===== src/rtl/uart_monitor_if.sv =====
// uart_monitor_if
//   Groups every non-clock signal of the boot/debug monitor into one bundle.
//   UART side : received, rx_byte, is_transmitting, transmit, tx_byte
//   RAM side  : raddr, waddr, dwrite, write_en, dread
//   CPU side  : cpu_start, cpu_startaddr, cpu_halted, cpu_raddr, cpu_waddr,
//               cpu_dwrite, cpu_write_en, cpu_tx_byte, cpu_transmit, cpu_received
//   Status    : busy
//   master = the monitor itself; slave = the UART/RAM/CPU environment.
interface uart_monitor_if #(
  parameter int addr_width = 9
);
  logic                  received;
  logic [7:0]            rx_byte;
  logic                  is_transmitting;
  logic                  transmit;
  logic [7:0]            tx_byte;
  logic [addr_width-1:0] raddr;
  logic [addr_width-1:0] waddr;
  logic [7:0]            dwrite;
  logic                  write_en;
  logic [7:0]            dread;
  logic                  cpu_start;
  logic [addr_width-1:0] cpu_startaddr;
  logic                  cpu_halted;
  logic [addr_width-1:0] cpu_raddr;
  logic [addr_width-1:0] cpu_waddr;
  logic [7:0]            cpu_dwrite;
  logic                  cpu_write_en;
  logic [7:0]            cpu_tx_byte;
  logic                  cpu_transmit;
  logic                  cpu_received;
  logic                  busy;

  modport master (
    input  received, rx_byte, is_transmitting, dread, cpu_halted,
           cpu_raddr, cpu_waddr, cpu_dwrite, cpu_write_en, cpu_tx_byte, cpu_transmit,
    output transmit, tx_byte, raddr, waddr, dwrite, write_en,
           cpu_start, cpu_startaddr, cpu_received, busy
  );

  modport slave (
    output received, rx_byte, is_transmitting, dread, cpu_halted,
           cpu_raddr, cpu_waddr, cpu_dwrite, cpu_write_en, cpu_tx_byte, cpu_transmit,
    input  transmit, tx_byte, raddr, waddr, dwrite, write_en,
           cpu_start, cpu_startaddr, cpu_received, busy
  );
endinterface


===== src/rtl/uart_monitor.sv =====
// uart_monitor
//   Boot/debug sequencer sitting between the UART, the shared RAM and the cpu.
//   While the cpu is idle the monitor owns RAM and UART and decodes host
//   commands: 'L' hi lo N data... (load), 'D' hi lo N (dump), 'R' hi lo (run).
//   On run it pulses cpu_start and hands RAM/UART to the cpu until cpu_halted.
// Ports
//   clk  : single clock, everything on posedge
//   rst  : synchronous active-high reset
//   bus  : uart_monitor_if.master (UART, RAM, CPU and busy signals)
module uart_monitor #(
  parameter int addr_width = 9
) (
  input logic            clk,
  input logic            rst,
  uart_monitor_if.master bus
);

  localparam logic [7:0] CMD_LOAD = 8'h4C;
  localparam logic [7:0] CMD_DUMP = 8'h44;
  localparam logic [7:0] CMD_RUN  = 8'h52;
  localparam logic [7:0] RPL_OK   = 8'h2E;
  localparam logic [7:0] RPL_HALT = 8'h48;
  localparam logic [7:0] RPL_ERR  = 8'h3F;

  typedef enum logic [3:0] {
    IDLE, ADRH, ADRL, CNT, LOAD, RDADDR, RDWAIT, TX, TXGAP, START, RUN
  } state_t;

  typedef logic [addr_width-1:0] addr_t;

  state_t     state, state_nxt;
  logic [7:0] cmd, cmd_nxt;
  logic [7:0] addr_hi, addr_hi_nxt;
  addr_t      addr, addr_nxt;
  logic [8:0] cnt, cnt_nxt;

  logic       transmit_r, transmit_nxt;
  logic [7:0] tx_byte_r, tx_byte_nxt;
  addr_t      raddr_r, raddr_nxt;
  addr_t      waddr_r, waddr_nxt;
  logic [7:0] dwrite_r, dwrite_nxt;
  logic       write_en_r, write_en_nxt;
  logic       cpu_start_r, cpu_start_nxt;
  addr_t      cpu_startaddr_r, cpu_startaddr_nxt;

  logic       run;

  // Address is {hi, lo} truncated to the RAM width; surplus hi bits drop out.
  function automatic addr_t make_addr(input logic [7:0] hi, input logic [7:0] lo);
    return addr_t'({hi, lo});
  endfunction

  // A count byte of zero stands for 256, hence the 9-bit counter.
  function automatic logic [8:0] decode_count(input logic [7:0] n);
    return (n == 8'd0) ? 9'd256 : {1'b0, n};
  endfunction

  always_ff @(posedge clk) begin
    if (rst) begin
      state           <= IDLE;
      cmd             <= 8'd0;
      addr_hi         <= 8'd0;
      addr            <= '0;
      cnt             <= 9'd0;
      transmit_r      <= 1'b0;
      tx_byte_r       <= 8'd0;
      raddr_r         <= '0;
      waddr_r         <= '0;
      dwrite_r        <= 8'd0;
      write_en_r      <= 1'b0;
      cpu_start_r     <= 1'b0;
      cpu_startaddr_r <= '0;
    end else begin
      state           <= state_nxt;
      cmd             <= cmd_nxt;
      addr_hi         <= addr_hi_nxt;
      addr            <= addr_nxt;
      cnt             <= cnt_nxt;
      transmit_r      <= transmit_nxt;
      tx_byte_r       <= tx_byte_nxt;
      raddr_r         <= raddr_nxt;
      waddr_r         <= waddr_nxt;
      dwrite_r        <= dwrite_nxt;
      write_en_r      <= write_en_nxt;
      cpu_start_r     <= cpu_start_nxt;
      cpu_startaddr_r <= cpu_startaddr_nxt;
    end
  end

  always_comb begin
    state_nxt         = state;
    cmd_nxt           = cmd;
    addr_hi_nxt       = addr_hi;
    addr_nxt          = addr;
    cnt_nxt           = cnt;
    transmit_nxt      = 1'b0;
    tx_byte_nxt       = tx_byte_r;
    raddr_nxt         = raddr_r;
    waddr_nxt         = waddr_r;
    dwrite_nxt        = dwrite_r;
    write_en_nxt      = 1'b0;
    cpu_start_nxt     = 1'b0;
    cpu_startaddr_nxt = cpu_startaddr_r;

    unique case (state)
      IDLE: begin
        if (bus.received) begin
          if (bus.rx_byte == CMD_LOAD || bus.rx_byte == CMD_DUMP || bus.rx_byte == CMD_RUN) begin
            cmd_nxt   = bus.rx_byte;
            state_nxt = ADRH;
          end else begin
            // cmd must not read as DUMP, or TXGAP would resume a dump.
            cmd_nxt     = RPL_ERR;
            tx_byte_nxt = RPL_ERR;
            state_nxt   = TX;
          end
        end
      end
      ADRH: begin
        if (bus.received) begin
          addr_hi_nxt = bus.rx_byte;
          state_nxt   = ADRL;
        end
      end
      ADRL: begin
        if (bus.received) begin
          addr_nxt = make_addr(addr_hi, bus.rx_byte);
          if (cmd == CMD_RUN) begin
            cpu_startaddr_nxt = make_addr(addr_hi, bus.rx_byte);
            state_nxt         = START;
          end else begin
            state_nxt = CNT;
          end
        end
      end
      CNT: begin
        if (bus.received) begin
          cnt_nxt   = decode_count(bus.rx_byte);
          state_nxt = (cmd == CMD_LOAD) ? LOAD : RDADDR;
        end
      end
      LOAD: begin
        if (bus.received) begin
          write_en_nxt = 1'b1;
          waddr_nxt    = addr;
          dwrite_nxt   = bus.rx_byte;
          addr_nxt     = addr + addr_t'(1);
          cnt_nxt      = cnt - 9'd1;
          if (cnt == 9'd1) begin
            tx_byte_nxt = RPL_OK;
            state_nxt   = TX;
          end
        end
      end
      RDADDR: begin
        raddr_nxt = addr;
        addr_nxt  = addr + addr_t'(1);
        cnt_nxt   = cnt - 9'd1;
        state_nxt = RDWAIT;
      end
      RDWAIT: state_nxt = TX;
      TX: begin
        // raddr is held here, so dread stays valid while the UART is busy.
        if (cmd == CMD_DUMP) tx_byte_nxt = bus.dread;
        if (!bus.is_transmitting) begin
          transmit_nxt = 1'b1;
          state_nxt    = TXGAP;
        end
      end
      TXGAP: begin
        // One dead cycle lets the UART raise is_transmitting before we look again.
        state_nxt = (cmd == CMD_DUMP && cnt != 9'd0) ? RDADDR : IDLE;
      end
      START: begin
        cpu_start_nxt = 1'b1;
        state_nxt     = RUN;
      end
      RUN: begin
        if (bus.cpu_halted) begin
          tx_byte_nxt = RPL_HALT;
          state_nxt   = TX;
        end
      end
      default: state_nxt = IDLE;
    endcase
  end

  // Ownership mux: the cpu drives RAM and UART only while in RUN.
  assign run               = (state == RUN);
  assign bus.transmit      = run ? bus.cpu_transmit : transmit_r;
  assign bus.tx_byte       = run ? bus.cpu_tx_byte  : tx_byte_r;
  assign bus.raddr         = run ? bus.cpu_raddr    : raddr_r;
  assign bus.waddr         = run ? bus.cpu_waddr    : waddr_r;
  assign bus.dwrite        = run ? bus.cpu_dwrite   : dwrite_r;
  assign bus.write_en      = run ? bus.cpu_write_en : write_en_r;
  assign bus.cpu_received  = run & bus.received;
  assign bus.cpu_start     = cpu_start_r;
  assign bus.cpu_startaddr = cpu_startaddr_r;
  assign bus.busy          = (state != IDLE);

endmodule


===== src/flat_wrapper.sv =====
// flat-port wrapper written by rule: the top's interface ports become plain ports
module uart_monitor_flat 
#(
  parameter int addr_width = 9
)
  (clk, rst, bus_received, bus_rx_byte, bus_is_transmitting, bus_dread, bus_cpu_halted, bus_cpu_raddr, bus_cpu_waddr, bus_cpu_dwrite, bus_cpu_write_en, bus_cpu_tx_byte, bus_cpu_transmit, bus_transmit, bus_tx_byte, bus_raddr, bus_waddr, bus_dwrite, bus_write_en, bus_cpu_start, bus_cpu_startaddr, bus_cpu_received, bus_busy);
  uart_monitor_if #(.addr_width(addr_width)) bus_i ();
  input logic clk;
  input logic rst;
  input wire logic [$bits(bus_i.received)-1:0] bus_received;
  input wire logic [$bits(bus_i.rx_byte)-1:0] bus_rx_byte;
  input wire logic [$bits(bus_i.is_transmitting)-1:0] bus_is_transmitting;
  input wire logic [$bits(bus_i.dread)-1:0] bus_dread;
  input wire logic [$bits(bus_i.cpu_halted)-1:0] bus_cpu_halted;
  input wire logic [$bits(bus_i.cpu_raddr)-1:0] bus_cpu_raddr;
  input wire logic [$bits(bus_i.cpu_waddr)-1:0] bus_cpu_waddr;
  input wire logic [$bits(bus_i.cpu_dwrite)-1:0] bus_cpu_dwrite;
  input wire logic [$bits(bus_i.cpu_write_en)-1:0] bus_cpu_write_en;
  input wire logic [$bits(bus_i.cpu_tx_byte)-1:0] bus_cpu_tx_byte;
  input wire logic [$bits(bus_i.cpu_transmit)-1:0] bus_cpu_transmit;
  output wire logic [$bits(bus_i.transmit)-1:0] bus_transmit;
  output wire logic [$bits(bus_i.tx_byte)-1:0] bus_tx_byte;
  output wire logic [$bits(bus_i.raddr)-1:0] bus_raddr;
  output wire logic [$bits(bus_i.waddr)-1:0] bus_waddr;
  output wire logic [$bits(bus_i.dwrite)-1:0] bus_dwrite;
  output wire logic [$bits(bus_i.write_en)-1:0] bus_write_en;
  output wire logic [$bits(bus_i.cpu_start)-1:0] bus_cpu_start;
  output wire logic [$bits(bus_i.cpu_startaddr)-1:0] bus_cpu_startaddr;
  output wire logic [$bits(bus_i.cpu_received)-1:0] bus_cpu_received;
  output wire logic [$bits(bus_i.busy)-1:0] bus_busy;
  assign bus_i.received = bus_received;
  assign bus_i.rx_byte = bus_rx_byte;
  assign bus_i.is_transmitting = bus_is_transmitting;
  assign bus_i.dread = bus_dread;
  assign bus_i.cpu_halted = bus_cpu_halted;
  assign bus_i.cpu_raddr = bus_cpu_raddr;
  assign bus_i.cpu_waddr = bus_cpu_waddr;
  assign bus_i.cpu_dwrite = bus_cpu_dwrite;
  assign bus_i.cpu_write_en = bus_cpu_write_en;
  assign bus_i.cpu_tx_byte = bus_cpu_tx_byte;
  assign bus_i.cpu_transmit = bus_cpu_transmit;
  assign bus_transmit = bus_i.transmit;
  assign bus_tx_byte = bus_i.tx_byte;
  assign bus_raddr = bus_i.raddr;
  assign bus_waddr = bus_i.waddr;
  assign bus_dwrite = bus_i.dwrite;
  assign bus_write_en = bus_i.write_en;
  assign bus_cpu_start = bus_i.cpu_start;
  assign bus_cpu_startaddr = bus_i.cpu_startaddr;
  assign bus_cpu_received = bus_i.cpu_received;
  assign bus_busy = bus_i.busy;
  uart_monitor #(.addr_width(addr_width)) u_core (.clk(clk), .rst(rst), .bus(bus_i));
endmodule

===== config.mk =====
export PLATFORM = sky130hd
export DESIGN_NAME = uart_monitor_flat
export DESIGN_NICKNAME = d
export VERILOG_FILES = /design/src/rtl/uart_monitor_if.sv /design/src/rtl/uart_monitor.sv /design/src/flat_wrapper.sv
export SDC_FILE = /design/constraint.sdc
export NUM_CORES = 1
export LEC_CHECK = 0
export BUFFER_PORTS_ARGS = -buffer_cell sky130_fd_sc_hd__buf_4
export CORE_AREA = 4 4 87 151
export CTS_BUF_LIST = sky130_fd_sc_hd__clkbuf_8
export DETAILED_ROUTE_END_ITERATION = 8
export DIE_AREA = 0 0 91 155
export SYNTH_ARGS = -nofsm -noshare
export SYNTH_HDL_FRONTEND = slang
export SYNTH_SLANG_ARGS = --single-unit

===== constraint.sdc =====
create_clock -name clk -period 2.1 [get_ports clk]
set_input_delay 0 -clock clk [delete_from_list [all_inputs] [get_ports clk]]
set_output_delay 0 -clock clk [all_outputs]
set_load 0.03 [all_outputs]

==> out/metrics.csv, run 1 <==
metric,value,unit
pin count of the biggest net entering global routing,63,
syn_nets,564,
clk sinks,77,
worst path cell trace,or4b_4 -> nor3_2 -> nand3_1 -> buf_4 -> mux2i_1 -> nor2_1,
Die Width,91,µm
"CTS clk-pin slew, worst paths",0.08,ns
Final min period,1.98,ns
IO Pins,105,
Finished Layout Cells,763,
Final HPWL DP,8850,µm
diode count,0,
count of cell types in the netlist,55,
PD cells,767,nW/µm²
H-tree levels,3,
biggest cell delay along the critical path,0.58,ns
pre-CTS setup slack,0.00360,ns
sequential element share of the synthesized area,37.5,%
first-pass GRT wire length,19500,µm
final WL,12200,µm
first-iteration detailed-routing DRC count,189,
fin. max-slew vios,0,
cell count after synthesis,503,
mapped cell area,4110,µm²
Overall Power,0.00424,W
"Clk Latency, worst-skew pair",0.36,ns
total number of vias,4086,
Yosys warning count,0,
gr ovfl total,0,
input/output buffers,104,
slowest CP cell,or4b_4,
number of flops mapped to enable cells by yosys,0,
Placed Cells,732,
critical path capture point type,register,
drt pass-1 iters,4,
core area,11900,µm²
Worst Path Required,2.33,ns
row cnt,53,
Async SR Flop Fraction,0,%
CP startpoint kind,register,
syn avg cell area,8.16,µm²
number of max-cap violations,0,
layout cells sized above 1,31.2,%
RSZ-0062 raised after global routing,no,
CTS tree,done,
fin crit share,94.3,%
CP arrival,2.21,ns
Area after DPL,5120,µm²
GPL Wtd Cong,0.851,
Worst Path Max Fanout,9,
Worst Tran Pin Value,0.677,ns
P&R area growth vs syn,34.7,%
worst hold-check path type,in2reg,
"Top FF cell, synth",dfxtp_1,
Final Setup Violations,0,
Fmax,505,MHz
DRC,0,
setup TNS,0,ns
Hold Crit Depth,4,
clock buffer depth,2,
wire per inst,15.9,µm
P_leak,2.32,nW
CP bufs+invs,1,
Final ANT Viol Nets,0,
setup ws final,0.119,ns
post-synth top area share,37.5,%
initial core utilization,34.4,%
total track usage,17.1,%
fin nets,682,
full die area,14100,µm²
Die Span Y,155,µm
Final Cell Area,5530,µm²
cell accounting for the most synthesized area,dfxtp_1,
Worst Clk Skew,0.0126,ns
cells on worst reg2reg path,6,
Rel. slew slack,54.9,%
CTS Buf Count,9,
CP Depth,6,
post-synthesis sequential element count,77,
number of antenna violations at the first check in global routing,0,
Setup CP Type,reg2reg,
drt via density,5.36,
largest vdd supply drop,306,µV
Fin. Hold Viols,0,
Synth area leaders,"dfxtp_1 38%, mux2_2 9.9%, a21oi_1 7.8%",
number of global-route vias before repair,4002,
Crit path max-delay family,simple AND/OR/NAND/NOR gates,
status,finished clean,
CTS root buffer,clkbuf_8,
[area by class of cell]
cell class	count	area (µm²)
fillers	1206	6410
repair buffers	142	1130
clock inverters	7	113
inverters	6	22.5
multi-input cells	385	2430
flip-flops and latches	77	1540
well taps	137	171
clock buffers	9	124
[synthesized netlist by cell type (all sizes together) (2+ instances only)]
library cell	n
a21oi	64
a21o	4
a211oi	5
a31oi	3
or4bb	2
nand2	61
dfxtp	77
and3	3
or4b	2
nand3	28
or3b	2
nor3b	7
nand3b	2
clkbuf	20
nand2b	4
ha	4
o21a	6
a311oi	4
nor2	39
nor4	4
a221oi	3
a22o	2
inv	6
and2	9
mux2	36
o21ai	39
nor3	16
nor2b	5
nand4	4
mux2i	11
buf	15
or3	3
[flip-flops by register name (all words and copies together), names as in the netlist, 4 cells and up]
register and count:
u_core.state 4, u_core.waddr_r 9, u_core.dwrite_r 8, u_core.raddr_r 9, u_core.cnt 9, u_core.cmd 8, u_core.bus.cpu_startaddr 9, u_core.addr 9
u_core.tx_byte_r 8
[final timing paths]
path / end / start / slack (ns)
worst max-delay path: u_core.bus.cpu_startaddr[0] / u_core.cmd[7] / 0.12
worst min-delay path: u_core.state[3] / bus_cpu_halted / 0.03
worst max register to register: u_core.bus.cpu_startaddr[0] / u_core.cmd[7] / 0.12
worst min register to register: u_core.raddr_r[4] / u_core.raddr_r[4] / 0.45
[cells in the final DEF (no fill, tap or decap), drive strengths merged, types with 3 or more instances in the layout]
cell	n
a211oi	5
a21o	4
a21oi	64
a221oi	3
a311oi	4
a31oi	3
and2	9
and3	3
buf	127
bufinv	3
clkbuf	9
dfxtp	77
dlygate4sd3	15
ha	4
inv	8
mux2	36
mux2i	11
nand2	61
nand2b	4
nand3	28
nand4	4
nor2	39
nor2b	5
nor3	16
nor3b	7
nor4	4
o21a	6
o21ai	39
or3	3
[metal layers]
metal	GRT usage, %	vias to the layer above	share of wire (%)
li1	-	2038	-
met1	18.3	1939	38
met2	32.0	90	56
met3	3.29	19	4.0
met4	7.48	0	2.1
met5	0	-	0
[report_power, final]
group | switching, W | internal (W) | total, W
clock | 0.000559 | 0.000785 | 0.00134
combinational | 0.000689 | 0.000520 | 0.00121
sequential | 0.000113 | 0.00157 | 0.00169
[worst reg2reg max path, delay by kind of cell, from the launching register on]
family | cells | cell delay, ns
multiplexers | 1 | 0.17
buffers and inverters | 1 | 0.23
AND/OR/NAND/NOR | 4 | 1.13
flip-flops | 1 | 0.32
[logic make-up (layout without fill, tap and decap cells)]
| kind of cell | Yosys count | after routing | synth area share (%) |
|---|---|---|---|
| compound gates | 139 | 139 | 20.0 |
| xor+xnor | 1 | 1 | 0.213 |
| fa+ha+maj | 4 | 4 | 1.22 |
| buf+inv | 41 | 164 | 4.18 |
| flops | 77 | 77 | 37.5 |
| mux | 47 | 47 | 12.6 |
| simple gates | 194 | 194 | 24.3 |
[through the flow]
| stage | hold slack [ns] | util, % |
|---|---|---|
| 3_5_place_dp | 0.203 | 42.9 |
| 6_report | 0.0262 | 46.3 |
| 3_3_place_gp | 0.203 | 42.9 |
| 5_1_grt | 0.0640 | 46.3 |
| 2_1_floorplan | 0.0793 | - |
| 4_1_cts | 0.0132 | 46.2 |
[timing repair]
item	CTS	global route
buffers inserted	0	0
setup endpoints to repair	2	38
cloned	0	0
resized for setup	1	4
hold buffers	15	0
endpoints found under the hold margin	26	0
pin swaps	0	0
No activity file was read; power rests on OpenSTA's default activity.
==> run 2: changes to the inputs <==
==> constraint.sdc (replaced) <==
create_clock -name clk -period 2.1 [get_ports clk]
set_input_delay 0.315 -clock clk [delete_from_list [all_inputs] [get_ports clk]]
set_output_delay 0.315 -clock clk [all_outputs]
set_load 0.03 [all_outputs]
==> run 2 against run 1 <==
Net effect:
- the flow now finishes with violations (negative setup slack)
- worst hold slack better by 0.12 ns
- critical path type is now reg2out
- sequential power about the same
- critical endpoint is now bus_tx_byte[1]
- global-route usage rose by 0.33 points
==> out/metrics.csv, run 2 (synthesized netlist as in run 1, its figures left out) <==
metric,value,unit,change
fin crit share,102,%,+8.1 points
Final min period,2.15,ns,+0.171 ns
status,"complete, but fails checks",,
Hold Crit Depth,2,,-2
final WL,12700,µm,+4.5%
number of global-route vias before repair,4091,,+2.2%
"CTS clk-pin slew, worst paths",0.08,ns,about the same
largest vdd supply drop,322,µV,+5.2%
setup ws final,-0.0516,ns,-0.171 ns
drt pass-1 iters,5,,+1
met2 WL post-DR,7160,µm,+5.6%
P&R area growth vs syn,37.4,%,
total track usage,17.4,%,+0.33 points
most frequent cells in the layout,"90 x buf_4, 73 x dfxtp_1, 63 x a21oi_1",,
number of antenna violations at the first check in global routing,0,,unchanged
wire length on met3,535,µm,+9.2%
critical path capture point type,output pin,,
Worst Clk Skew,0.00694,ns,-0.00564 ns
Final Setup Violations,28,,+28
Reg power frac,41.4,%,+1.6 points
Final HPWL DP,8970,µm,+1.4%
worst hold endpoint,u_core.transmit_r,,
fin. max-slew vios,0,,unchanged
drt via density,5.43,,+1.4%
failing checks,negative setup slack,,
cells on worst reg2reg path,6,,unchanged
CP arrival,1.84,ns,-0.37 ns
first-pass GRT wire length,19700,µm,+0.57%
R2R Path End,u_core.bus.cpu_startaddr[8],,
Worst Tran Pin Value,0.784,ns,+0.107 ns
diode count,0,,unchanged
Crit path max-delay family,simple AND/OR/NAND/NOR gates,,
Worst Path Required,1.78,ns,-0.55 ns
clk sinks,77,,unchanged
layout cells sized above 1,33.4,%,+2.3 points
CTS root buffer,clkbuf_8,,
"Clk Latency, worst-skew pair",0.37,ns,about the same
Worst Path Max Fanout,6,,-3
slowest CP cell,dfxtp_4,,
Rel. slew slack,47.7,%,-7.1 points
Fmax,465,MHz,-7.9%
clock buffer depth,2,,unchanged
Die Width,91,µm,unchanged
worst hold start,bus_is_transmitting,,
fraction of power consumed by the clock network,28.7,%,-3.0 points
Reg-to-Reg Start,u_core.cmd[7],,
first-iteration detailed-routing DRC count,227,,+20%
P_leak,2.36,nW,+1.8%
core area,11900,µm²,unchanged
row cnt,53,,unchanged
H-tree levels,3,,unchanged
Setup CP Type,reg2out,,
reg2reg setup slack,0.10,ns,-0.02 ns
hold slack,0.146,ns,+0.119 ns
DRC,0,,unchanged
number of max-cap violations,0,,unchanged
top layer in use,met4,,
RSZ-0062 raised after global routing,yes,,
fin nets,675,,-1.0%
Area after DPL,5110,µm²,-0.15%
switching share of power,34.6,%,+2.5 points
Final Cell Area,5640,µm²,+2.0%
NetSw,0.00141,W,+3.5%
CTS tree,done,,
post-cts hold buffer count,0,,-15
CTS Buf Count,9,,unchanged
wire per inst,16.8,µm,+5.5%
total number of vias,4106,,+0.49%
CP bufs+invs,2,,+1
Pint,0.00266,W,-7.5%
Metal-1 WL,4680,µm,+0.75%
PD cells,722,nW/µm²,-5.9%
worst path cell trace,nor3b_4 -> nand2_4 -> clkbuf_16 -> mux2_4 -> buf_6,,
"most common cell after layout, fill and taps aside",buf_4,,
pin count of the biggest net entering global routing,42,,-33%
full die area,14100,µm²,unchanged
input/output buffers,104,,unchanged
GPL Wtd Cong,0.896,,+5.3%
biggest cell delay along the critical path,0.36,ns,-0.22 ns
Die Span Y,155,µm,unchanged
IO Pins,105,,unchanged
combinational share of power,29.9,%,+1.4 points
Fin. Hold Viols,0,,unchanged
gr ovfl total,0,,unchanged
worst hold-check path type,in2reg,,
initial core utilization,34.4,%,unchanged
CP startpoint kind,register,,
Final ANT Viol Nets,0,,unchanged
==> run 2: area by class of cell <==
type | instances | area, µm²
fillers | 1168 | 6300
multi-input cells | 385 | 2430
flip-flops and latches | 77 | 1550
repair buffers | 135 | 1260
well taps | 137 | 171
clock buffers | 9 | 124
clock inverters | 7 | 81.3
inverters | 6 | 22.5
==> run 2: power by group through the flow <==
stage | Sequential (W) | Clock [W] | Combinational, W
after detailed placement | 0.00171 | 0 | 0.00115
after global routing | 0.00170 | 0.00125 | 0.00133
after CTS | 0.00169 | 0.00120 | 0.00119
after global placement | 0.00171 | 0 | 0.00113
final | 0.00169 | 0.00117 | 0.00122
after floorplan | 0.00167 | 0 | 0.000777
==> run 2: through the flow <==
| stage | worst slack, ns | setup TNS (ns) | power [W] | std cells | util, % |
|---|---|---|---|---|---|
| after floorplan | 0.245 | 0 | 0.00245 | 503 | - |
| after global placement | 0.107 | 0 | 0.00284 | 731 | 42.8 |
| after detailed placement | 0.0658 | 0 | 0.00286 | 731 | 42.8 |
| after CTS | -0.0527 | -0.656 | 0.00408 | 752 | 46.2 |
| after global routing | -0.0990 | -2.30 | 0.00428 | 756 | 47.3 |
| final | -0.0516 | -0.487 | 0.00407 | 756 | 47.3 |
==> run 2: repair_timing <==
item / in CTS / in global routing
endpoints found under the setup margin: 36 / 44
pin swaps: 0 / 1
resized for setup: 36 / 17
cloned: 2 / 3
setup buffers: 3 / 2
==> run 2: per-layer routing <==
metal  vias up  GRT usage (%)
met4         0           9.57
met2       105           33.0
met3        21           2.95
met1      1953           17.8
li1       2027              -
met5         -              0
==> run 2: worst max-delay path by stage <==
stage / start / end / slack [ns] / cells after the start
after floorplan: u_core.state[2] / bus_cpu_received / 0.25 / 5
after global placement: u_core.cmd[7] / u_core.bus.cpu_startaddr[6] / 0.11 / 6
after detailed placement: u_core.cmd[7] / u_core.bus.cpu_startaddr[6] / 0.07 / 6
after CTS: u_core.state[1] / bus_waddr[4] / -0.05 / 6
after global routing: u_core.state[0] / bus_tx_byte[1] / -0.1 / 5
final: u_core.state[0] / bus_tx_byte[1] / -0.05 / 5
==> run 2: worst register-to-register path: cells and delay by family, from the launching register on <==
family / cells / cell delay (ns)
buffers and inverters: 1 / 0.23
flip-flops: 1 / 0.32
multiplexers: 1 / 0.15
AND/OR/NAND/NOR: 4 / 1.19
==> run 3: changes to the inputs <==
--- a/config.mk
+++ b/config.mk
@@ -6,10 +6,13 @@
 export NUM_CORES = 1
 export LEC_CHECK = 0
 export BUFFER_PORTS_ARGS = -buffer_cell sky130_fd_sc_hd__buf_4
-export CORE_AREA = 4 4 87 151
+export CELL_PAD_IN_SITES_DETAIL_PLACEMENT = 1
+export CELL_PAD_IN_SITES_GLOBAL_PLACEMENT = 2
+export CORE_AREA = 4 4 92 160
 export CTS_BUF_LIST = sky130_fd_sc_hd__clkbuf_8
 export DETAILED_ROUTE_END_ITERATION = 8
-export DIE_AREA = 0 0 91 155
+export DIE_AREA = 0 0 96 164
+export PLACE_DENSITY_LB_ADDON = 0.1
 export SYNTH_ARGS = -nofsm -noshare
 export SYNTH_HDL_FRONTEND = slang
 export SYNTH_SLANG_ARGS = --single-unit
==> run 3 against run 2 <==
Net effect:
- the run now ends clean
- sequential share of layout area up 0.30 points
- final area is 1.5% lower
- largest cell class unchanged
- clock-buffer cell count unchanged
- combinational power increased by 7%
==> out/metrics.csv, run 3 (synthesized netlist as in run 1, its figures left out) <==
metric,value,unit,change
Rel. slew slack,59.4,%,+12 points
status,finished clean,,
initial core utilization,30.7,%,-3.7 points
cells on worst reg2reg path,5,,-1
total number of vias,4211,,+2.6%
H-tree levels,3,,unchanged
worst hold-check path type,in2reg,,
DRC,0,,unchanged
CTS root buffer,clkbuf_8,,
Fin. Hold Viols,0,,unchanged
core area,13400,µm²,+12%
pin count of the biggest net entering global routing,44,,+4.8%
Final Cell Area,5560,µm²,-1.5%
number of max-cap violations,0,,unchanged
"Clk Latency, worst-skew pair",0.35,ns,-0.02 ns
drt pass-1 iters,4,,-1
number of antenna violations at the first check in global routing,0,,unchanged
Worst Clk Skew,0.0107,ns,+0.00371 ns
gr ovfl total,0,,unchanged
RSZ-0062 raised after global routing,yes,,
Die Width,96,µm,+5.5%
Area after DPL,5220,µm²,+2.2%
Overall Power,0.00421,W,+3.4%
diode count,0,,unchanged
P_leak,2.31,nW,-2.0%
CP startpoint kind,register,,
layout cells sized above 1,33.0,%,-0.43 points
GPL Wtd Cong,0.887,,-1.0%
CTS Buf Count,9,,unchanged
"CTS clk-pin slew, worst paths",0.08,ns,about the same
Hold Crit Depth,2,,unchanged
R2R Path End,u_core.state[1],,
clk sinks,77,,unchanged
Reg area,1550,µm²,-0.40%
fin crit share,97.4,%,-5.0 points
P&R area growth vs syn,35.4,%,
Die Span Y,164,µm,+5.8%
post-cts hold buffer count,0,,unchanged
fin. max-slew vios,0,,unchanged
final core occ,41.5,%,-5.7 points
Final Setup Violations,0,,-100%
Final ANT Viol Nets,0,,unchanged
CTS tree,done,,
drt via density,5.30,,-2.5%
area taken by multi-input logic gates,2410,µm²,-0.62%
Final min period,2.05,ns,-0.106 ns
critical path capture point type,output pin,,
Worst Path Max Fanout,31,,+25
total track usage,19.1,%,+1.7 points
worst hold endpoint,u_core.transmit_r,,
Worst Tran Pin Value,0.610,ns,-0.174 ns
input/output buffers,104,,unchanged
IO Pins,105,,unchanged
Fill cells,1634,,+40%
PD cells,758,nW/µm²,+5.0%
Fmax,489,MHz,+5.2%
"most common cell after layout, fill and taps aside",buf_4,,
number of global-route vias before repair,4436,,+8.4%
CP arrival,1.73,ns,-0.11 ns
Reg-to-Reg Start,u_core.cnt[8],,
full die area,15700,µm²,+12%
Worst Path Required,1.78,ns,about the same
first-pass GRT wire length,23000,µm,+17%
row cnt,56,,+5.7%
Setup CP Type,reg2out,,
fin nets,678,,+0.44%
clock buffer depth,2,,unchanged
hold slack,0.146,ns,+0.000333 ns
first-iteration detailed-routing DRC count,158,,-30%
reg2reg setup slack,0.13,ns,+0.03 ns
largest vdd supply drop,283,µV,-12%
Final HPWL DP,11000,µm,+23%
wire per inst,18.5,µm,+9.8%
final WL,14700,µm,+15%
most frequent cells in the layout,"113 x buf_4, 74 x dfxtp_1, 64 x a21oi_1",,
worst hold start,bus_is_transmitting,,
-- run 3: metrics by stage --
stage          instances  worst slack, ns  setup TNS (ns)
4_1_cts              795           0.0153               0
6_report             795           0.0541               0
3_5_place_dp         777          0.00956               0
2_1_floorplan        503            0.245               0
5_1_grt              795          -0.0258          -0.198
3_3_place_gp         777           0.0668               0
-- run 3: critical path, cell delays in order (launching register included) --
cell,delay [ns]
dfxtp_2,0.36
nor3b_4,0.25
nand2_2,0.12
buf_12,0.18
mux2_2,0.29
buf_4,0.17
-- run 3: metal layers --
metal | global-route usage (%) | up-vias | wire [µm]
met1 | 21.3 | 2039 | 5700
met3 | 3.21 | 28 | 592
li1 | - | 2032 | -
met4 | 8.87 | 0 | 473
met5 | 0 | - | 0
met2 | 34.1 | 112 | 7910
-- run 3: repair_timing --
item                       CTS  global route
hold endpoints to repair     0             0
setup buffers                3             0
pin swaps                    1             0
resized for setup            4            25
setup endpoints to repair   38            45
-- run 3: final cells by class --
| cell class | instances | share of cell area, % |
|---|---|---|
| Clock buffer | 9 | 2.23 |
| Clock inverter | 6 | 1.46 |
| Inverter | 6 | 0.405 |
| Multi-Input combinational cell | 385 | 43.5 |
| Sequential cell | 77 | 27.8 |
| Tap cell | 174 | 3.92 |
| Timing Repair Buffer | 138 | 20.7 |
-- run 3: how the worst max path moves through the flow --
stage,start,end
2_1_floorplan,u_core.state[2],bus_cpu_received
3_3_place_gp,u_core.cmd[7],u_core.bus.cpu_startaddr[1]
3_5_place_dp,u_core.state[2],u_core.tx_byte_r[6]
4_1_cts,u_core.state[2],bus_raddr[3]
5_1_grt,u_core.state[1],bus_write_en
6_report,u_core.state[0],bus_raddr[3]
-- run 3: where the power goes --
group	switching [W]	internal [W]
logic	0.000756	0.000544
registers	0.000110	0.00157
clock network	0.000569	0.000656
